==> src/rtl/neuron_stream_driver.sv <==
// Stream front-end for the free-running semi-serial neuron: collects an operand frame,
// holds it at the neuron across a flush pass plus one clean pass, then returns the result.
module neuron_stream_driver #(
  parameter int unsigned N       = 2,
  parameter int unsigned QM      = 12,
  parameter int unsigned QN      = 20,
  parameter int unsigned WM      = 6,
  parameter int unsigned WN      = 10,
  parameter int unsigned TIMEOUT = 64
) (
  input  logic                         clk,
  input  logic                         rst_n,
  input  logic                         s_valid,
  output logic                         s_ready,
  input  logic signed [QM+QN-1:0]      s_x,
  input  logic signed [WM+WN-1:0]      s_w,
  input  logic                         s_last,
  output logic [N-1:0][QM+QN-1:0]      nrn_in,
  output logic [N-1:0][WM+WN-1:0]      nrn_weights,
  output logic [QM+QN-1:0]             nrn_bias,
  input  logic [QM+QN-1:0]             nrn_out,
  input  logic                         nrn_done,
  output logic                         m_valid,
  input  logic                         m_ready,
  output logic [QM+QN-1:0]             m_data,
  output logic                         busy,
  output logic                         err
);

  localparam int unsigned XW = QM + QN;
  localparam int unsigned WW = WM + WN;
  localparam int unsigned CW = $clog2(N + 1);
  localparam int unsigned TW = $clog2(TIMEOUT + 1);

  typedef enum logic [1:0] {S_LOAD, S_ARM, S_WAIT, S_OUT} state_e;

  state_e                state_q, state_d;
  logic [CW-1:0]         cnt_q, cnt_d;
  logic [TW-1:0]         tmr_q, tmr_d;
  logic [N-1:0][XW-1:0]  in_q, in_d;
  logic [N-1:0][WW-1:0]  w_q, w_d;
  logic [XW-1:0]         bias_q, bias_d;
  logic [XW-1:0]         mdata_q, mdata_d;
  logic                  mvalid_q, mvalid_d;
  logic                  sready_q, sready_d;
  logic                  busy_q, busy_d;
  logic                  err_q, err_d;

  logic xfer;
  logic tmo;

  assign xfer = s_valid & sready_q;
  assign tmo  = (tmr_q == TW'(TIMEOUT - 1));

  // State register and all registered outputs
  always_ff @(posedge clk or negedge rst_n) begin
    if (!rst_n) begin
      state_q  <= S_LOAD;
      cnt_q    <= '0;
      tmr_q    <= '0;
      in_q     <= '0;
      w_q      <= '0;
      bias_q   <= '0;
      mdata_q  <= '0;
      mvalid_q <= 1'b0;
      sready_q <= 1'b0;
      busy_q   <= 1'b0;
      err_q    <= 1'b0;
    end else begin
      state_q  <= state_d;
      cnt_q    <= cnt_d;
      tmr_q    <= tmr_d;
      in_q     <= in_d;
      w_q      <= w_d;
      bias_q   <= bias_d;
      mdata_q  <= mdata_d;
      mvalid_q <= mvalid_d;
      sready_q <= sready_d;
      busy_q   <= busy_d;
      err_q    <= err_d;
    end
  end

  // Next-state and output decode
  always_comb begin
    state_d = state_q;
    cnt_d   = cnt_q;
    tmr_d   = tmr_q;
    in_d    = in_q;
    w_d     = w_q;
    bias_d  = bias_q;
    mdata_d = mdata_q;
    err_d   = err_q;

    case (state_q)
      S_LOAD: begin
        if (xfer) begin
          if (cnt_q == CW'(N)) begin
            bias_d  = s_x;
            cnt_d   = '0;
            tmr_d   = '0;
            state_d = S_ARM;
            if (!s_last) err_d = 1'b1;
          end else if (s_last) begin
            // Short frame: drop it, keep whatever operands already landed
            cnt_d = '0;
            err_d = 1'b1;
          end else begin
            for (int unsigned i = 0; i < N; i++) begin
              if (cnt_q == CW'(i)) begin
                in_d[i] = s_x;
                w_d[i]  = s_w;
              end
            end
            cnt_d = cnt_q + CW'(1);
          end
        end
      end
      S_ARM: begin
        // The pass in flight may have seen stale operands, so its result is thrown away
        if (nrn_done) begin
          tmr_d   = '0;
          state_d = S_WAIT;
        end else if (tmo) begin
          tmr_d   = '0;
          err_d   = 1'b1;
          state_d = S_LOAD;
        end else begin
          tmr_d = tmr_q + TW'(1);
        end
      end
      S_WAIT: begin
        if (nrn_done) begin
          mdata_d = nrn_out;
          tmr_d   = '0;
          state_d = S_OUT;
        end else if (tmo) begin
          tmr_d   = '0;
          err_d   = 1'b1;
          state_d = S_LOAD;
        end else begin
          tmr_d = tmr_q + TW'(1);
        end
      end
      S_OUT: begin
        if (mvalid_q && m_ready) state_d = S_LOAD;
      end
      default: state_d = S_LOAD;
    endcase

    sready_d = (state_d == S_LOAD);
    mvalid_d = (state_d == S_OUT);
    busy_d   = (state_d != S_LOAD);
  end

  assign s_ready     = sready_q;
  assign nrn_in      = in_q;
  assign nrn_weights = w_q;
  assign nrn_bias    = bias_q;
  assign m_valid     = mvalid_q;
  assign m_data      = mdata_q;
  assign busy        = busy_q;
  assign err         = err_q;

endmodule

==> config.mk <==
export PLATFORM = sky130hd
export DESIGN_NAME = neuron_stream_driver
export DESIGN_NICKNAME = d
export VERILOG_FILES = /design/src/rtl/neuron_stream_driver.sv
export SDC_FILE = /design/constraint.sdc
export NUM_CORES = 1
export LEC_CHECK = 0
export BUFFER_PORTS_ARGS = -buffer_cell sky130_fd_sc_hd__buf_2
export CORE_UTILIZATION = 53
export CTS_BUF_LIST = sky130_fd_sc_hd__clkbuf_16
export CTS_CLUSTER_SIZE = 16
export DETAILED_ROUTE_END_ITERATION = 6
export GPL_TIMING_DRIVEN = 0
export PLACE_DENSITY = 0.95
export SLEW_MARGIN = 20
export SYNTH_ARGS = -nofsm -noshare
export SYNTH_HDL_FRONTEND = slang
export SYNTH_SLANG_ARGS = --single-unit
==> constraint.sdc <==
create_clock -name clk -period 3.21 [get_ports clk]
set_input_delay 0.1605 -clock clk [delete_from_list [all_inputs] [get_ports clk]]
set_output_delay 0.1605 -clock clk [all_outputs]
set_load 0.05 [all_outputs]
; After elaboration in Yosys (flattened, before gate mapping)
; Cells that the tools add are included.
[totals]
ff_bits = 175
latch_bits = 0
ramBits = 0
rom_bits = 0
input_bits = 86
output_inout_bits = 164
mem_count = 0
[op_classes]
addsub = 2
n_mul = 0
div = 0
magnitude_cmp = 0
eq_ne = 13
n_shift = 0
mux = 21
bitwise_logic = 3
reduce_logical = 14
[op_table]
columns = operator, n
row1 = $mux W7, 4
row2 = $mux W2, 8
row3 = $pmux W7 S2, 1
row4 = $reduce_and A5 Y1, 2
row5 = $eq A2 B2 Y1 const B, 4
row6 = $pmux W2 S4, 1
row7 = $add A7 B1 Y7 const B, 1
row8 = $eq A7 B6 Y1 const B, 1
row9 = $logic_not A2 Y1, 3
row10 = $mux W1, 6
row11 = $ne A2 B2 Y1 const B, 3
row12 = $ne A3 B3 Y1 const B, 2
row13 = $reduce_and A3 Y1, 2
row14 = $reduce_and A6 Y1, 1
row15 = $eq A2 B1 Y1 const B, 2
row16 = $reduce_and A2 Y1, 2
row17 = $reduce_bool A2 Y1, 2
row18 = $add A2 B1 Y2 const B, 1
row19 = $ne A2 B1 Y1 const B, 1
row20 = $not A1 Y1, 2
row21 = $pmux W1 S2, 1
row22 = $reduce_or A2 Y1, 1
row23 = $and A1 B1 Y1, 1
row24 = $logic_and A1 B1 Y1, 1

; Depth between registers and ports, before layout
[logic_depth]
depth_word = 5
ltp_mapped = 9
mapped_depth_nobuf = 6

; Least setup slack after synthesis
; Ideal clock, no wire load.
[synth_path]
path_type = register to register
from = reg state_q[0]
to = reg in_q (netlist bit nrn_in[20])
arrival_ps = 1715
path_slack_ps = 1370
stages_incl_launch_ff = 10
n_path_buf = 3
period_less_slack_ps = 1840
cell_sequence = dfrtp_1 > inv_1 > ha_1 > buf_4 > nand3_2 > nor3_2 > nand2_1 > buf_6 > buf_6 > mux2_4
[synth_between]
elab_chain_len = 2
[synth_lines]
columns = element, line_no
row1 = start: declaration, 37  ; state_e state_q, state_d;
row2 = start signal: assignment, 70  ; state_q <= state_d;
row3 = $logic_not A2 Y1, 95  ; case (state_q)
row4 = $reduce_and A5 Y1 (no source line), -
row5 = end signal: assignment, 73  ; in_q <= in_d;
row6 = end: declaration, 40  ; logic [N-1:0][XW-1:0] in_q, in_d;
; No other way between the ends.
; A chain may end at the register's enable or synchronous reset.

; Worst setup path after layout
[layout_path]
from = reg state_q[0]
to = reg bias_q[5], in the netlist nrn_bias[5]
[layout_between]
elab_chain_len = 2
[layout_lines]
columns = element, line_no
row1 = $logic_not A2 Y1, 95
row2 = $reduce_and A3 Y1 (no source line), -
row3 = end signal: assignment, 75  ; bias_q <= bias_d;
row4 = end: declaration, 42  ; logic [XW-1:0] bias_q, bias_d;
; No other way between the ends.

==> qor.csv <==
metric;value;unit
status;finished, final reports clean;
yosys_warnings;0;
cts_buffers;17;
io_buffers;249;
syn_avg_cell_area;16.2;um^2
synth_area;6940;um^2
critical_path.top_delay_family;buffers and inverters;
crit_type;flop to flop;
drv_slew;0;
ioPinCount;250;
grt_max_degree;112;
drtIter0Drc;269;
worstPathArrival;2.51;ns
r2r_start;state_q[0]$_DFF_PN0_;
synth_flop_cell;dfrtp_1;
vias_per_cell;5.31;
num_vias;5074;
fin_crit_sh;68.7;%
die_h;116;um
worst_pin_slew;0.593;ns
path_buf_inv;3;
fmax;453;MHz
clkSlewWorstSetupHoldPaths;0.07;ns
gp_congestion;0.736;
drv_cap;0;
dp_cells;850;
hold_start;s_x[31];
placed_cell_area;8440;um^2
rows;41;
ys_seq_area_share;63.1;%
holdWs;0.0146;ns
fin_nets;863;
antenna_found_initial;0;
hold-path-endpoint;nrn_in[63]$_DFFE_PN0P_;
grt_pass1_vias;5428;
synth_edf_count;0;
postSynthRegisterBits;175;
start_kind;flop;
worst_path_max_delay_cell;nand4_1;
drc;0;
fin_cells;955;
grt_first_pass_wirelength;28.6;mm
first_pass_iters;5;
cts.sinks;175;
syn-num-nets;522;
globalRouteOverflowTotal;0;
fin_worst_skew;0.00648;ns
clockBufferDepth;2;
fin_area;9750;um^2
ctsResizeCount;0;
reg2reg_to;nrn_bias[5]$_DFFE_PN0P_;
hp-class;input pin to flop;
crit_fanout;10;
utilization;76.9;%
setup.worst_path.end_class;flop;
r2r_slack;1.00;ns
die_area;13500;um^2
clkLatencyLatePin;0.43;ns
layout_min_cycle_time;2.21;ns
async_flop_share;100;%
hold_violations;0;
ant_nets;0;
r2r_cells;6;
relSlewSlack;60.5;%
mostFrequentLayoutCells;buf_2, dfrtp_1, mux2_2;
synth.distinct_cells;33;
worstPathCellList;inv_1, ha_1, buf_4, nand4_1, buf_2, mux2_2;
grt_usage;28.6;%
drive_above_1_share;58.8;%
core;12700;um^2
cts_tree;yes;
htreeDepth;4;
die_w;116;um
wl_per_cell;20.1;um
setup_viol;0;
synthToLayoutAreaGrowth;40.5;%
layout_commonest_cell;buf_2;
required;3.51;ns
crit_path_max_incr_delay;0.47;ns
finalWirelength;19.2;mm
clock-root-buffer;clkbuf_16;
syn_inst;428;
hpwl;12.0;mm
rsz0062_at_grt;no;
start_util;54.7;%
min_delay_path_depth;2;
-- worst max path at each step --
stage | start | to | slack, ns | depth (start not counted)
6_report | state_q[0]$_DFF_PN0_ | nrn_bias[5]$_DFFE_PN0P_ | 1.00 | 6
5_1_grt | state_q[1]$_DFF_PN0_ | busy$_DFF_PN0_ | 0.88 | 7
3_5_place_dp | state_q[0]$_DFF_PN0_ | nrn_bias[20]$_DFFE_PN0P_ | 1.03 | 6
2_1_floorplan | state_q[0]$_DFF_PN0_ | nrn_in[20]$_DFFE_PN0P_ | 1.37 | 9
3_3_place_gp | rst_n | nrn_in[48]$_DFFE_PN0P_ | -0.36 | 1
4_1_cts | state_q[0]$_DFF_PN0_ | nrn_bias[5]$_DFFE_PN0P_ | 0.94 | 6
-- per-layer routing --
| metal | GRT usage (%) | share of wire [%] | wire length [um] |
|---|---|---|---|
| met1 | 30.8 | 37 | 7160 |
| met2 | 51.3 | 53 | 10300 |
| met3 | 7.42 | 6.0 | 1140 |
| met4 | 15.4 | 3.2 | 614 |
| met5 | 0 | 0 | 0 |
-- cell families (layout without fill, tap and decap cells) --
family	after synthesis	after routing	synth area share, %
DFF	175	175	63.1
muxes	161	161	28.3
and+or+nand+nor	38	38	2.81
buffers and inverters	23	377	2.07
AOI/OAI and AO/OA	22	22	2.11
adders and majority gates	8	8	1.44
xor gates and xnor gates	1	1	0.126
other	0	1	0
-- registers in the layout, indices dropped and copies added, names as in the netlist --
signal / flops
s_ready: 1
err: 1
nrn_in: 64
m_valid: 1
busy: 1
state_q: 2
nrn_bias: 32
m_data: 32
cnt_q: 2
tmr_q: 7
nrn_weights: 32
-- through the flow --
stage	setup TNS [ns]	setup slack [ns]
final	0	1.00
after global routing	0	0.881
after CTS	0	0.943
after detailed placement	0	1.03
after global placement	-60.51	-0.357
after floorplan	0	1.37
-- synth_stat cells, types with 4 or more instances --
cell type / instances / area, um^2
ha_1: 8 / 100
o21ai_0: 4 / 20.0
nand3_1: 6 / 30.0
a21oi_1: 5 / 25.0
inv_1: 6 / 22.5
dfrtp_1: 175 / 4380
nand2_1: 14 / 52.6
mux2_4: 40 / 601
mux2_2: 121 / 1360
buf_2: 7 / 35.0
buf_6: 6 / 67.6
-- what timing repair did --
action / in CTS / in global routing
endpoints found under the hold margin: 186 / 1
hold buffers: 71 / 1
buffers inserted: 0 / 0
-- worst reg2reg max path, delay by kind of cell, from the launching register on --
| family | cells | cell delay, ns |
|---|---|---|
| adder cells (fa/ha/maj) | 1 | 0.18 |
| buffers and inverters | 3 | 0.70 |
| flip-flops | 1 | 0.42 |
| multiplexers | 1 | 0.32 |
| AND/OR/NAND/NOR | 1 | 0.47 |
-- area by class of cell --
| class | count | area, um^2 |
|---|---|---|
| well taps | 172 | 215 |
| plain buffers | 17 | 121 |
| multi-input cells | 230 | 2410 |
| inverters | 6 | 22.5 |
| flip-flops and latches | 175 | 4380 |
| repair buffers | 322 | 2000 |
| diodes | 1 | 2.50 |
| clock inverters | 15 | 161 |
| clock buffers | 17 | 425 |
| fillers | 717 | 2930 |
Power is left out: the tool's default activity adds up to more than one toggle a clock period on the data nets, which glitch-free logic cannot reach.
